`config.mk`:
```
export PLATFORM = sky130hd
export DESIGN_NAME = booth_ctrl
export DESIGN_NICKNAME = d
export VERILOG_FILES = /design/src/rtl/booth_pkg.sv /design/src/rtl/rr_arb2.sv /design/src/rtl/booth_ctrl.sv
export SDC_FILE = /design/constraint.sdc
export NUM_CORES = 1
export LEC_CHECK = 0
export ABC_AREA = 1
export BUFFER_PORTS_ARGS = -buffer_cell sky130_fd_sc_hd__buf_2
export CAP_MARGIN = 10
export CORE_ASPECT_RATIO = 0.5
export CORE_MARGIN = 2
export CORE_UTILIZATION = 57
export DETAILED_ROUTE_END_ITERATION = 10
export GPL_TIMING_DRIVEN = 0
export PLACE_DENSITY = 0.92
export RECOVER_POWER = 25
export SYNTH_ARGS = -nofsm -noshare
export SYNTH_HDL_FRONTEND = slang
export SYNTH_SLANG_ARGS = --single-unit
```
`constraint.sdc`:
```
create_clock -name clk -period 2 [get_ports clk]
set_input_delay 0.2 -clock clk [delete_from_list [all_inputs] [get_ports clk]]
set_output_delay 0.2 -clock clk [all_outputs]
set_load 0.005 [all_outputs]
```
`src/rtl/booth_pkg.sv`:
```
// Shared command codes, FSM state type and small helpers for the booth
// multiplier sequencing controller.
package booth_pkg;

   localparam logic [2:0] CMD_NOP     = 3'b000;
   localparam logic [2:0] CMD_INIT    = 3'b001;
   localparam logic [2:0] CMD_LOAD_M  = 3'b011;
   localparam logic [2:0] CMD_LOAD_Q  = 3'b010;
   localparam logic [2:0] CMD_RUN     = 3'b100;
   localparam logic [2:0] CMD_READ_HI = 3'b101;
   localparam logic [2:0] CMD_READ_LO = 3'b110;

   typedef enum logic [3:0] {
      ST_IDLE,
      ST_INIT,
      ST_LDM,
      ST_SETQ,
      ST_LDQ,
      ST_RUN,
      ST_RDHI,
      ST_RDLO,
      ST_DONE
   } state_t;

   function automatic logic [1:0] owner_onehot(input logic idx);
      return idx ? 2'b10 : 2'b01;
   endfunction

endpackage

```
`src/rtl/rr_arb2.sv`:
```
// Two-requester round-robin arbiter: on contention the requester that was
// not granted last wins; a lone requester always wins.
module rr_arb2 (
   input  logic [1:0] req,
   input  logic       last_ptr,
   output logic [1:0] grant
);

   always_comb begin
      grant = 2'b00;
      if (req == 2'b11) begin
         grant = last_ptr ? 2'b01 : 2'b10;
      end else begin
         grant = req;
      end
   end

endmodule

```
`src/rtl/booth_ctrl.sv`:
```
// Sequencer that arbitrates two operand requesters and drives a booth
// multiplier through its command protocol, returning a 16-bit product.
//
// state | meaning
// IDLE  | waiting for an accepted request, req_ready follows the arbiter
// INIT  | multiplier cleared, M on the bus
// LDM   | multiplicand loaded from bus
// SETQ  | bus switched to Q with a NOP so the multiplier sees it settle
// LDQ   | multiplier loaded from bus
// RUN   | RUN_CYCLES iterations, paced by run_cnt down-counter
// RDHI  | high product byte read back
// RDLO  | low product byte read back
// DONE  | rsp_valid pulse to the owning requester
module booth_ctrl
   import booth_pkg::*;
#(
   parameter int unsigned RUN_CYCLES = 8
) (
   input  logic        clk,
   input  logic        rst_n,
   input  logic [1:0]  req_valid,
   output logic [1:0]  req_ready,
   input  logic [15:0] req_m,
   input  logic [15:0] req_q,
   output logic [1:0]  rsp_valid,
   output logic [15:0] rsp_product,
   output logic        busy,
   output logic [7:0]  mul_inbus,
   output logic [2:0]  mul_enable,
   input  logic [7:0]  mul_outbus
);

   localparam int CNT_W = (RUN_CYCLES > 1) ? $clog2(RUN_CYCLES) : 1;
   localparam logic [CNT_W-1:0] RUN_LOAD = CNT_W'(RUN_CYCLES - 1);

   state_t           state;
   logic [CNT_W-1:0] run_cnt;
   logic             last_ptr;
   logic             owner;
   logic [7:0]       m_lat;
   logic [7:0]       q_lat;
   logic [7:0]       prod_hi;
   logic [1:0]       grant;
   logic             accept;
   logic [7:0]       m_sel;
   logic [7:0]       q_sel;

   rr_arb2 u_arb (
      .req      (req_valid),
      .last_ptr (last_ptr),
      .grant    (grant)
   );

   assign req_ready = (state == ST_IDLE) ? grant : 2'b00;
   assign accept    = |(req_valid & req_ready);
   assign busy      = (state != ST_IDLE);
   assign m_sel     = grant[1] ? req_m[15:8] : req_m[7:0];
   assign q_sel     = grant[1] ? req_q[15:8] : req_q[7:0];

   // Outputs are registered alongside the state, so each is loaded with
   // the value belonging to the state being entered.
   always_ff @(posedge clk or negedge rst_n) begin
      if (!rst_n) begin
         state       <= ST_IDLE;
         run_cnt     <= '0;
         last_ptr    <= 1'b1;
         owner       <= 1'b0;
         m_lat       <= '0;
         q_lat       <= '0;
         prod_hi     <= '0;
         mul_enable  <= CMD_NOP;
         mul_inbus   <= '0;
         rsp_valid   <= '0;
         rsp_product <= '0;
      end else begin
         rsp_valid <= '0;
         case (state)
            ST_IDLE: begin
               mul_enable <= CMD_NOP;
               if (accept) begin
                  m_lat      <= m_sel;
                  q_lat      <= q_sel;
                  owner      <= grant[1];
                  last_ptr   <= grant[1];
                  mul_inbus  <= m_sel;
                  mul_enable <= CMD_INIT;
                  state      <= ST_INIT;
               end
            end
            ST_INIT: begin
               mul_inbus  <= m_lat;
               mul_enable <= CMD_LOAD_M;
               state      <= ST_LDM;
            end
            ST_LDM: begin
               mul_inbus  <= q_lat;
               mul_enable <= CMD_NOP;
               state      <= ST_SETQ;
            end
            ST_SETQ: begin
               mul_inbus  <= q_lat;
               mul_enable <= CMD_LOAD_Q;
               state      <= ST_LDQ;
            end
            ST_LDQ: begin
               run_cnt    <= RUN_LOAD;
               mul_enable <= CMD_RUN;
               state      <= ST_RUN;
            end
            ST_RUN: begin
               if (run_cnt == '0) begin
                  mul_enable <= CMD_READ_HI;
                  state      <= ST_RDHI;
               end else begin
                  run_cnt <= run_cnt - 1'b1;
               end
            end
            ST_RDHI: begin
               prod_hi    <= mul_outbus;
               mul_enable <= CMD_READ_LO;
               state      <= ST_RDLO;
            end
            ST_RDLO: begin
               rsp_product <= {prod_hi, mul_outbus};
               rsp_valid   <= owner_onehot(owner);
               mul_enable  <= CMD_NOP;
               state       <= ST_DONE;
            end
            ST_DONE: begin
               mul_enable <= CMD_NOP;
               state      <= ST_IDLE;
            end
            default: begin
               mul_enable <= CMD_NOP;
               state      <= ST_IDLE;
            end
         endcase
      end
   end

endmodule

```
==> impl_results.md, run 1 <==
* Antenna Cells at 0
* Placer Congestion at 0.829
* Vias in the first global route at 2638
* Initial Util at 60.3%
* Synth top area share at 50.1%
* Fraction of layout cells with a size suffix above 1 at approximately a quarter
* Critical path buffer and inverter count at 4
* Seq/Total Area, Yosys at 51.0%
* Synth Warn # at 0
* Simple-gate portion of the synthesized area at 35.6%
* Async S/R FF share, synth at 100%
* # fillers at 385
* Router iterations before antenna repair at 5
* Synth Area in XOR/XNOR at 0.288%
* Main combinational cell family by area after synthesis: simple AND/OR/NAND/NOR gates
* Chip width at approximately 110 um
* Maximum vdd drop at about 0.00083 V
* Synth Area in Adders at 0.822%
* Clock sinks at 62
* Critical path's most frequent cell: nand2_4
* Crit Path Class: flop to primary output
* Unrepaired setup endpoints after global routing: false
* Post-synth top flop: dfrtp_1
* Largest net degree at the start of global routing at 23
* Outcome: complete, no violations
* Final Power at 5.85 mW
* Detailed Place HPWL at 5070 um
* Internal power consumption at 3.42 mW
* Rel. slew slack at 25.2%
* Total negative slack at 0 ns
* ANT nets after route at 0
* Share of power burned in registers at 37.6%
* Switching Power at 2.43 mW
* Crit-path leading delay family: flip-flops
* Routed wl met2 at 3430 um
* Core Area at roughly 5000 um^2
* Max-slew violation total from the final report at 0
* Avg WL per Cell at 13.0 um
* Critical path data required time at 1.80 ns
* CP startpoint: last_ptr
* Post-synthesis mux area share at 0%
* Max FO, Critical Path at 10
* CTS tree: yes
* Io pins at 76
* # port buffers at 74
* Final-report hold violation count at 0
* Worst r2r src: state[0]
* Least-Margin Pin Slew at 1.12 ns
* Worst skew pair latency at around 0.36 ns
* Vias/cell at 5.23
* Worst-path clk slew at 0.08 ns
* Die height at 55.7 um
* CP max-delay cell: dfstp_2
* DR vias at 2832
* Combinational share of power at 42.7%
* Synth top area cells: dfrtp_1 50%, nand2_1 19%, nand3_1 8.4%
* Final Skew at 0.00593 ns
* Max Root-Sink Buffers at 2
* Worst EP arrival at 1.67 ns
* WL met1 at 2930 um
* Hold path startpoint: mul_outbus[1]
* Fin Hold WS at just under 0.09 ns
* CTS Buf Count at 9
* Synth Net Count at 425
* PwrDens at 1550 nW/um^2
* Total global-route track usage at 25.9%
* NumNets Final at 513
* Leak at 2.17 nW
* CP Capture Type: primary output
* Number of max-cap violations at 0
* Drt total wl at between 7000 and 8000 um
* Commonest non-fill, non-tap cell in the layout: nand2_1
* R2r setup slk at just under 0.5 ns
* CP cell instances: nand2_4 > nand2_8 > inv_4 > nand2_4 > buf_4 > inv_1 > buf_2
* Highest-count cells in the layout ignoring fill and taps: 156 x nand2_1, 77 x buf_2, 61 x dfrtp_1
* FP Rows at 18
* CP peak stage delay at 0.56 ns
* Top sig layer: met4
* Synthesis-stage register bit count at 62
* Synthesized netlist cell count at approximately 380
* Synth Area in Compound Gates at 4.56%
* Syn Area/Cell at 8.03 um^2
* Multi-input combinational cell area at 1250 um^2
* Initial antenna violation count at 0
* Yosys top cell by area: dfrtp_1
* # DRC at 0
* Min cycle time layout at about 1.9 ns
* Initial drt markers at slightly below 200
* Post-Syn Area at roughly 3000 um^2
* Synth-to-Final Area Change at 23.9%
* First-pass GRT wire length at 11900 um
* Routed wl met3 at 566 um
* Clock power frac at between 15 and 20%
* Startpoint Class: flop
* Number of synthesized flops with an enable pin at 0
* Storage element area at 1550 um^2
* Fmax at 535 MHz
* Die area at 5980 um^2
* Grt total ovfl at 0
* Hold Path Class: primary input to flop
* Setup Viol. Count Final at 0
* CTS H-tree depth at 3
* Sw Share at 41.6%
* Fin crit share at 93.5%
* Netlist cell types at 26
* Clock Root Buffer: clkbuf_8
==> sequential cells by signal (all words and copies together), names as in the netlist <==
| name | flops |
|---|---|
| mul_enable | 3 |
| owner | 1 |
| mul_inbus | 8 |
| rsp_product | 16 |
| q_lat | 8 |
| last_ptr | 1 |
| prod_hi | 8 |
| rsp_valid | 2 |
| m_lat | 8 |
| state | 4 |
| run_cnt | 3 |
==> through the flow <==
step	cell area, um^2	setup WS [ns]	instances	utilization (%)
final	3770	0.129	542	74.8
after global routing	3770	0.0237	542	74.8
after CTS	3770	0.124	542	74.8
after detailed placement	3560	0.511	525	70.5
after global placement	3500	0.529	523	69.4
after floorplan	3040	0.716	379	-
==> routing by layer <==
metal / track usage (%) / vias to the layer above
li1: - / 1368
met1: 32.4 / 1349
met2: 41.6 / 101
met3: 9.72 / 14
met4: 9.16 / 0
met5: 0 / -
==> power groups by stage <==
stage / clock (mW) / combinational (mW) / sequential [mW]
2_1_floorplan: 0 / 1.68 / 2.19
3_3_place_gp: 0 / 2.36 / 2.19
3_5_place_dp: 0 / 2.49 / 2.21
4_1_cts: 1.16 / 2.51 / 2.20
5_1_grt: 1.23 / 2.84 / 2.27
6_report: 1.15 / 2.50 / 2.20
==> tightest hold or removal path, delay by kind of cell <==
family / cells / cell delay [ns]
AO/OA/AOI/OAI: 1 / 0.06
buffers and inverters: 2 / 0.15
==> path summary, 6_finish.rpt <==
kind	cells past startpoint	to
worst max-delay path	7	req_ready[1]
min in group asynchronous	2	rsp_product[9]
worst min register to register	1	rsp_valid[0]
max in group asynchronous	4	q_lat[3]
worst max register to register	7	mul_inbus[6]
worst min-delay path	3	rsp_product[1]
==> what timing repair did <==
item	4_1_cts	5_1_grt
resized for setup	0	0
hold buffers	1	0
buffers inserted	0	0
hold endpoints to repair	19	0
==> logic make-up (layout without fill, tap and decap cells) <==
family | Yosys count | in the layout
compound gates | 25 | 25
buf+inv | 51 | 144
fa+ha+maj | 2 | 2
flops | 62 | 62
simple gates | 238 | 238
xor+xnor | 1 | 1
==> cells in the mapped netlist, types with 4 or more instances <==
master    instances
buf_2             4
buf_4             4
dfrtp_1          61
inv_1            36
nand2_1         156
nand3_1          51
nand3b_1          8
nor2_1           10
o21ai_0          13
o21ai_1           9
==> cell type report <==
type                    instances  area share (%)
plain buffers                  11            2.22
flip-flops and latches         62            41.2
clock inverters                 7            2.16
inverters                      40            4.05
multi-input cells             266            33.3
well taps                      70            2.32
repair buffers                 77            11.5
clock buffers                   9            3.28
Note: power is estimated with default switching activity, not from simulation.
==> run 2: changes to the inputs <==
- CORE_MARGIN: 2 -> default
==> impl_results.md, run 2 (same netlist as run 1, synthesis figures left out) <==
* Setup Viol. Count Final at 0 (unchanged)
* # port buffers at 74 (unchanged)
* Grt total ovfl at 0 (unchanged)
* CTS Buf Count at 9 (unchanged)
* Setup bufs post-CTS at 0 (unchanged)
* Initial Util at 60.6% (was 60.3%)
* Finished Core Util at 74.1% (was 74.8%)
* Hold Path Class: primary input to flop (unchanged)
* Startpoint Class: flop (unchanged)
* Crit Path Class: flop to primary output (unchanged)
* # DRC at 0 (unchanged)
* # fillers at 382 (was 385)
* Die area at 5650 um^2 (was 5980 um^2)
* Post-Place Worst Slack at 0.507 ns (was 0.511 ns)
* Max FO, Critical Path at 10 (unchanged)
* Max-slew violation total from the final report at 0 (unchanged)
* CP max-delay cell: dfstp_2 (unchanged)
* PwrDens at 1560 nW/um^2 (was 1550 nW/um^2)
* Total negative slack at 0 ns (unchanged)
* CP Capture Type: primary output (unchanged)
* Initial drt markers at 141 (was 195)
* Leak at 2.12 nW (was 2.17 nW)
* Largest net degree at the start of global routing at 35 (was 23)
* Hold-fix buffers, CTS at 1 (unchanged)
* Placer Congestion at 0.810 (was 0.829)
* NumNets Final at 512 (was 513)
* Max FFs per register at 16 (unchanged)
* Largest reg by FF count: rsp_product (unchanged)
* CTS H-tree depth at 3 (unchanged)
* Max Root-Sink Buffers at 2 (unchanged)
* Layout Cells excl Fill at 541 (was 542)
* Total global-route track usage at 26.3% (was 25.9%)
* Initial antenna violation count at 0 (unchanged)
* Io pins at 76 (unchanged)
* Worst EP arrival at 1.66 ns (was 1.67 ns)
* Fin crit share at 92.8% (was 93.5%)
* FP Rows at 18 (unchanged)
* Drt total wl at 6870 um (was 7070 um)
* DR vias at 2748 (was 2832)
* Worst-path clk slew at 0.08 ns (about the same)
* Fin Hold WS at 0.0935 ns (was 0.0867 ns)
* CTS tree: yes (unchanged)
* Least-Margin Pin Slew at 0.875 ns (was 1.12 ns)
* Maximum vdd drop at 0.000859 V (was 0.000832 V)
* Die height at 53.7 um (was 55.7 um)
* Router iterations before antenna repair at 5 (unchanged)
* Detailed Place HPWL at 4990 um (was 5070 um)
* Vias/cell at 5.08 (was 5.23)
* Min cycle time layout at 1.86 ns (was 1.87 ns)
* Avg WL per Cell at 12.7 um (was 13.0 um)
* CP cell instances: nand2_4 > nand2_8 > inv_4 > nand2_4 > buf_4 > inv_1 > buf_2 (unchanged)
* Number of max-cap violations at 0 (unchanged)
* Post-cts sizing count at 0 (unchanged)
* Clock Root Buffer: clkbuf_8 (unchanged)
* Unrepaired setup endpoints after global routing: false (unchanged)
* ANT nets after route at 0 (unchanged)
* Synth-to-Final Area Change at 22.3% (was 23.9%)
* First-pass GRT wire length at 11000 um (was 11900 um)
* Worst setup margin at 0.143 ns (was 0.129 ns)
* Vias in the first global route at 2442 (was 2638)
* Final-report hold violation count at 0 (unchanged)
* Worst skew pair latency at 0.35 ns (was 0.36 ns)
* Commonest non-fill, non-tap cell in the layout: nand2_1 (unchanged)
* Fraction of layout cells with a size suffix above 1 at 23.8% (was 25.8%)
* CP peak stage delay at 0.55 ns (was 0.56 ns)
* Critical path data required time at 1.80 ns (about the same)
* Final Skew at 0.0106 ns (was 0.00593 ns)
* Core Area at 5020 um^2 (was 5040 um^2)
* Clock sinks at 62 (unchanged)
* Highest-count cells in the layout ignoring fill and taps: 157 x nand2_1, 68 x buf_2, 61 x dfrtp_1 (was 156 x nand2_1, 77 x buf_2, 61 x dfrtp_1)
* Rel. slew slack at 41.7% (was 25.2%)
* Critical path's most frequent cell: nand2_4 (unchanged)
* DP Cell Count at 524 (was 525)
* Chip width at 105 um (was 107 um)
* Fmax at 539 MHz (was 535 MHz)
* Outcome: complete, no violations (unchanged)
* Antenna Cells at 0 (unchanged)
[run 2: metal layers]
metal / vias up / routed length [um] / track usage [%]
met1: 1257 / 2970 / 32.2
met5: - / 0 / 0
met4: 0 / 118 / 12.0
met3: 15 / 513 / 8.84
li1: 1369 / - / -
met2: 107 / 3260 / 43.9
[run 2: cell type report]
class | instances | area, um^2 | area share, %
timing repair buffer | 76 | 389 | 10.5
tap | 70 | 87.6 | 2.35
sequential | 62 | 1550 | 41.7
buffer | 11 | 83.8 | 2.25
inverter | 40 | 153 | 4.10
multi-input combinational | 266 | 1250 | 33.6
clock buffer | 9 | 124 | 3.33
clock inverter | 7 | 81.3 | 2.18
[run 2: path summary, 6_finish.rpt]
check / from / to / slack [ns] / cells after the start
setup reg to reg: last_ptr / mul_inbus[3] / 0.47 / 6
hold / removal: mul_outbus[6] / rsp_product[6] / 0.09 / 3
hold reg to reg: owner / rsp_valid[0] / 0.42 / 1
min in group asynchronous: rst_n / rsp_product[5] / 0.49 / 2
setup / recovery: last_ptr / req_ready[1] / 0.14 / 7
max in group asynchronous: rst_n / last_ptr / 0.77 / 3
[run 2: power breakdown]
group          internal (mW)  total (mW)  switching, mW
logic                  0.930        2.47           1.54
registers               1.87        2.20          0.330
clock network          0.590        1.13          0.544
[run 2: worst max-delay path, delay by kind of cell, from the launching register on]
kind | cells | cell delay [ns]
flip-flops | 1 | 0.55
buffers and inverters | 4 | 0.42
AND/OR/NAND/NOR | 3 | 0.33
[run 2: stage by stage]
stage	total power [mW]	cell area [um^2]
5_1_grt	6.26	3720
3_5_place_dp	4.68	3520
4_1_cts	5.85	3740
6_report	5.80	3720
3_3_place_gp	4.55	3500
2_1_floorplan	3.87	3040
